**src/rtl/bin_onehot_pkg.sv**
```systemverilog
// Shared command encodings and FSM state type for the registered one-hot sequencer.
package bin_onehot_pkg;

  localparam logic [1:0] MODE_LOAD  = 2'b00;
  localparam logic [1:0] MODE_ROTL  = 2'b01;
  localparam logic [1:0] MODE_ROTR  = 2'b10;
  localparam logic [1:0] MODE_CLEAR = 2'b11;

  typedef enum logic [0:0] {
    ST_EMPTY,
    ST_ACTIVE
  } state_e;

endpackage

```
**src/rtl/onehot_rotate.sv**
```systemverilog
// Combinational circular barrel rotator over W bits (W need not be a power of 2).
// The caller guarantees amt_i < W.
module onehot_rotate #(
  parameter int unsigned W     = 16,
  parameter int unsigned AMT_W = 4
) (
  input  logic [W-1:0]     vec_i,
  input  logic [AMT_W-1:0] amt_i,
  input  logic             dir_i,  // 0: rotate left, 1: rotate right
  output logic [W-1:0]     vec_o
);

  // One extra bit so that W itself is representable; W - 0 = W shifts everything out.
  localparam logic [AMT_W:0] WLim = (AMT_W + 1)'(W);

  logic [AMT_W:0] inv_amt;
  logic [W-1:0]   rot_l;
  logic [W-1:0]   rot_r;

  // Rotate as the OR of a forward shift and the complementary backward shift.
  always_comb begin
    inv_amt = WLim - {1'b0, amt_i};
    rot_l   = (vec_i << amt_i) | (vec_i >> inv_amt);
    rot_r   = (vec_i >> amt_i) | (vec_i << inv_amt);
    vec_o   = dir_i ? rot_r : rot_l;
  end

endmodule

```
**src/rtl/bin_onehot_seq.sv**
```systemverilog
// Registered one-hot state vector driven by LOAD / ROTL / ROTR / CLEAR commands,
// with a single-entry valid/ready output stage reporting the vector and its index.
module bin_onehot_seq
  import bin_onehot_pkg::*;
#(
  parameter int unsigned BIN_W     = 4,
  parameter int unsigned ONE_HOT_W = 16
) (
  input  logic                 clk_i,
  input  logic                 rst_i,
  input  logic                 in_valid_i,
  output logic                 in_ready_o,
  input  logic [1:0]           mode_i,
  input  logic [BIN_W-1:0]     bin_i,
  output logic                 out_valid_o,
  input  logic                 out_ready_i,
  output logic [ONE_HOT_W-1:0] one_hot_o,
  output logic [BIN_W-1:0]     bin_o,
  output logic                 err_o
);

  localparam logic [BIN_W:0] WLim = (BIN_W + 1)'(ONE_HOT_W);

  state_e                 state_q, nxt_state;
  logic [ONE_HOT_W-1:0]   cur_q, nxt_vec, rot_vec;
  logic [BIN_W-1:0]       bin_q, nxt_bin;
  logic                   err_q, nxt_err;
  logic                   out_valid_q;
  logic                   in_range;
  logic                   accept;

  assign in_ready_o  = !out_valid_q || out_ready_i;
  assign accept      = in_valid_i && in_ready_o;
  assign in_range    = ({1'b0, bin_i} < WLim);

  // The state register doubles as the output vector: both only change on accept.
  assign out_valid_o = out_valid_q;
  assign one_hot_o   = cur_q;
  assign bin_o       = bin_q;
  assign err_o       = err_q;

  onehot_rotate #(
    .W     (ONE_HOT_W),
    .AMT_W (BIN_W)
  ) u_rotate (
    .vec_i (cur_q),
    .amt_i (bin_i),
    .dir_i (mode_i == MODE_ROTR),
    .vec_o (rot_vec)
  );

  // Next vector, state and error flag for the presented command.
  always_comb begin
    nxt_vec   = cur_q;
    nxt_state = state_q;
    nxt_err   = 1'b0;
    unique case (mode_i)
      MODE_LOAD: begin
        if (in_range) begin
          nxt_vec   = ONE_HOT_W'(1) << bin_i;
          nxt_state = ST_ACTIVE;
        end else begin
          nxt_err = 1'b1;
        end
      end
      MODE_ROTL, MODE_ROTR: begin
        if (in_range && (state_q == ST_ACTIVE)) begin
          nxt_vec = rot_vec;
        end else begin
          nxt_err = 1'b1;
        end
      end
      MODE_CLEAR: begin
        nxt_vec   = '0;
        nxt_state = ST_EMPTY;
      end
      default: ;
    endcase
  end

  // One-hot to binary encode; the vector holds at most one set bit so OR-ing indices is exact.
  always_comb begin
    nxt_bin = '0;
    for (int i = 0; i < int'(ONE_HOT_W); i++) begin
      if (nxt_vec[i]) nxt_bin = nxt_bin | BIN_W'(i);
    end
  end

  // FSM, state vector and output register; reset drops any in-flight result.
  always_ff @(posedge clk_i) begin
    if (rst_i) begin
      state_q     <= ST_EMPTY;
      cur_q       <= '0;
      bin_q       <= '0;
      err_q       <= 1'b0;
      out_valid_q <= 1'b0;
    end else if (accept) begin
      state_q     <= nxt_state;
      cur_q       <= nxt_vec;
      bin_q       <= nxt_bin;
      err_q       <= nxt_err;
      out_valid_q <= 1'b1;
    end else if (out_ready_i) begin
      out_valid_q <= 1'b0;
    end
  end

endmodule

```
**config.mk**
```make
export PLATFORM = sky130hd
export DESIGN_NAME = bin_onehot_seq
export DESIGN_NICKNAME = d
export VERILOG_FILES = /design/src/rtl/bin_onehot_pkg.sv /design/src/rtl/onehot_rotate.sv /design/src/rtl/bin_onehot_seq.sv
export SDC_FILE = /design/constraint.sdc
export NUM_CORES = 1
export LEC_CHECK = 0
export ABC_CLOCK_PERIOD_IN_PS = 4200
export CORE_ASPECT_RATIO = 2
export CORE_UTILIZATION = 30
export CTS_BUF_LIST = sky130_fd_sc_hd__clkbuf_8
export DETAILED_ROUTE_END_ITERATION = 16
export GPL_ROUTABILITY_DRIVEN = 0
export HOLD_SLACK_MARGIN = 0.06
export SLEW_MARGIN = 20
export SYNTH_ARGS = -nofsm -noshare
export SYNTH_HDL_FRONTEND = slang
export SYNTH_SLANG_ARGS = --single-unit
```
**constraint.sdc**
```tcl
create_clock -name clk_i -period 4.2 [get_ports clk_i]
set_input_delay 0.63 -clock clk_i [delete_from_list [all_inputs] [get_ports clk_i]]
set_output_delay 0.63 -clock clk_i [all_outputs]
set_load 0.005 [all_outputs]
```
==> out/summary.txt <==
status -> finished, violations left
failing checks -> design-rule violations
Core Area -> 13400 um^2
vias per inst -> 7.29
VDD IR-drop max -> 0.264 mV
min-delay worst type -> reg -> reg
PortBufs -> 32
post-route DRC violation count -> 1
hold_ws -> 0.467 ns
Max Transition Viols Final -> 0
synth warn -> 0
Synth-to-Final Area Change -> 11.4%
number of nets with antenna violations after routing -> 0
Cells after Synth -> 488
CTS H-tree depth -> 1
R2R depth -> 7
final hold violation count -> 0
Buf+Inv Stages, Crit Path -> 2
vias in the first global route -> 4482
Synth Area in Compound Gates -> 28.5%
most common cell in the synthesized netlist -> mux2i_1
r2r setup slk -> 1.25 ns
DP HPWL -> 13600 um
worst-path maximum fanout -> 14
register bit total from synthesis -> 23
final setup fails -> 0
Slew HR -> 42.1%
Final Critical Period -> 3.56 ns
largest net degree at the start of global routing -> 71
Hold Path Sink -> err_o
fin nets -> 508
cell family with most CP delay -> compound AO/OA/AOI/OAI gates
num rows -> 60
crit path DAT -> 3.75 ns
Detailed Route WL -> 19700 um
register area share after synthesis -> 11.2%
post-synthesis xor/xnor area fraction -> 0%
top post-synthesis cells by count -> 50 x mux2i_1, 46 x nand2_1, 36 x clkbuf_1
Critical Path Sink Type -> flip-flop
adder-cell area share of the yosys netlist -> 2.74%
antenna cells -> 0
Initial DRT Pass Iterations -> 11
cell taking the most area after synthesis -> mux4_2
RSZ-0062 raised after global routing -> false
io pins -> 33
WP data required -> 4.38 ns
Filler cells -> 1366
count of cell types in the netlist -> 68
top cells by area, synth -> mux4_2 18%, mux2i_1 12%, dfxtp_1 11%, nand2_1 4.2%, clkbuf_1 3.3%
clk slew on worst S/H paths -> 0.09 ns
R2R Path End -> bin_o[1]
clock root buffer -> clkbuf_8
largest family of logic cells by synthesized area -> multiplexers
clk_skew -> 0.00851 ns
Iteration-0 DRC Markers -> 798
CTS tree -> done
mapped cell area -> 4110 um^2
die height -> 168 um
antenna violations before repair -> 0
vias -> 4687
WL/cell -> 30.6 um
Skew-Pair Late Insertion Delay -> 0.28 ns
FFs w/ async S/R, synth -> 0%
Final Cycle Share -> 84.9%
Worst Tran Pin Value -> 0.868 ns
Synth Area in Simple Gates -> 16.1%
Max Cap Viol -> 0
first-pass GRT wire length -> 29300 um
die area -> 14200 um^2
WS Path Type -> in -> reg
multiplexer area fraction after synthesis -> 33.0%
hold path depth -> 2
Sink Count -> 23
area share of the largest cell type after synthesis -> 17.5%
Initial Util -> 30.6%
reg2reg start -> one_hot_o[10]
CP peak stage delay -> 0.57 ns
Hold-fix buffers, CTS -> 0
Die W -> 84.8 um
Fmax -> 281 MHz
Power Density -> 197 nW/um^2
Setup crit start -> bin_i[2]
layout cells sized above 1 -> 17.0%
syn avg cell area -> 8.42 um^2
CTS resizes -> 0
EDFF count, synth -> 0
final global-route overflow total -> 0
hold_sp -> err_o
clock buffer depth -> 2
CP cell instances -> clkdlybuf4s50_1 -> buf_4 -> or2_1 -> o41a_1 -> o41ai_1 -> a31oi_1 -> a31oi_1 -> nor3b_1 -> a311oi_1
setup TNS -> 0 ns
Num CTS Buffers -> 3
syn nets -> 507
Static Leak -> 1.62 nW
slowest cell on the critical path -> o41a_1
GRT Total Usage -> 28.2%
CP most frequent cell -> a31oi_1
CP startpoint kind -> input pin
Top FF cell, synth -> dfxtp_1
setup bufs post-CTS -> 0
-- final cells by class --
| class | instances | area (um^2) | area share, % |
|---|---|---|---|
| tap | 155 | 194 | 4.24 |
| timing repair buffer | 58 | 533 | 11.6 |
| inverter | 9 | 33.8 | 0.738 |
| clock buffer | 3 | 41.3 | 0.902 |
| multi-input combinational | 394 | 3310 | 72.3 |
| sequential | 23 | 460 | 10.1 |
| clock inverter | 1 | 7.51 | 0.164 |
-- cells in the final DEF, fill, tap and decap left out, types with 10 or more instances in the layout --
master,instances
mux2i_1,50
buf_4,25
mux4_2,32
a21oi_1,25
dfxtp_1,23
clkdlybuf4s50_1,30
a32oi_1,10
nor2b_1,10
nand3_1,10
nand2_1,46
mux2_2,12
nor2_1,32
a31oi_1,13
-- report_power, final --
group	switching, mW	leakage, nW	internal (mW)
Sequential	0.0390	0.188	0.231
Combinational	0.286	1.41	0.200
Clock	0.0793	0.0217	0.0675
Total	0.404	1.62	0.499
-- worst reg2reg max path: stages, from the launching register on --
cell,delay (ns)
dfxtp_1,0.59
mux2i_1,0.60
mux2i_1,0.16
mux2_2,0.39
o2bb2ai_1,0.19
o211ai_1,0.27
nor3b_1,0.44
a311oi_1,0.16
-- registers in the layout, indices dropped and copies added, names as in the netlist --
signal,flops
one_hot_o,16
bin_o,4
err_o,1
out_valid_o,1
state_q,1
-- per-layer routing --
layer	up-vias	GRT usage, %	routed length (um)
li1	1933	-	-
met4	0	26.2	2230
met2	424	46.5	9440
met1	2198	29.0	6160
met5	-	0	0
met3	132	6.55	1840
-- worst max-delay path by stage --
| stage | endpoint | slack [ns] | depth (start not counted) |
|---|---|---|---|
| 5_1_grt | bin_o[3] | 0.42 | 9 |
| 3_3_place_gp | bin_o[3] | 0.48 | 9 |
| 2_1_floorplan | bin_o[3] | 0.23 | 16 |
| 6_report | bin_o[3] | 0.64 | 9 |
| 4_1_cts | bin_o[3] | 0.72 | 9 |
| 3_5_place_dp | bin_o[3] | 0.46 | 9 |
-- kinds of logic after synthesis --
family | after synthesis
AO/OA/AOI/OAI | 152
adder cells (fa/ha/maj) | 9
buffers and inverters | 71
flip-flops | 23
multiplexers | 94
AND/OR/NAND/NOR | 139
-- metrics by stage --
step | power, mW | setup WS [ns] | instance area, um^2 | util [%] | cells
after floorplan | 0.571 | 0.225 | 4110 | - | 488
after global placement | 0.730 | 0.476 | 4530 | 33.7 | 639
after detailed placement | 0.731 | 0.458 | 4530 | 33.7 | 639
after CTS | 0.881 | 0.725 | 4580 | 34.1 | 643
after global routing | 0.944 | 0.421 | 4580 | 34.1 | 643
final | 0.904 | 0.636 | 4580 | 34.1 | 643
Power figures use the tool's default switching activity.
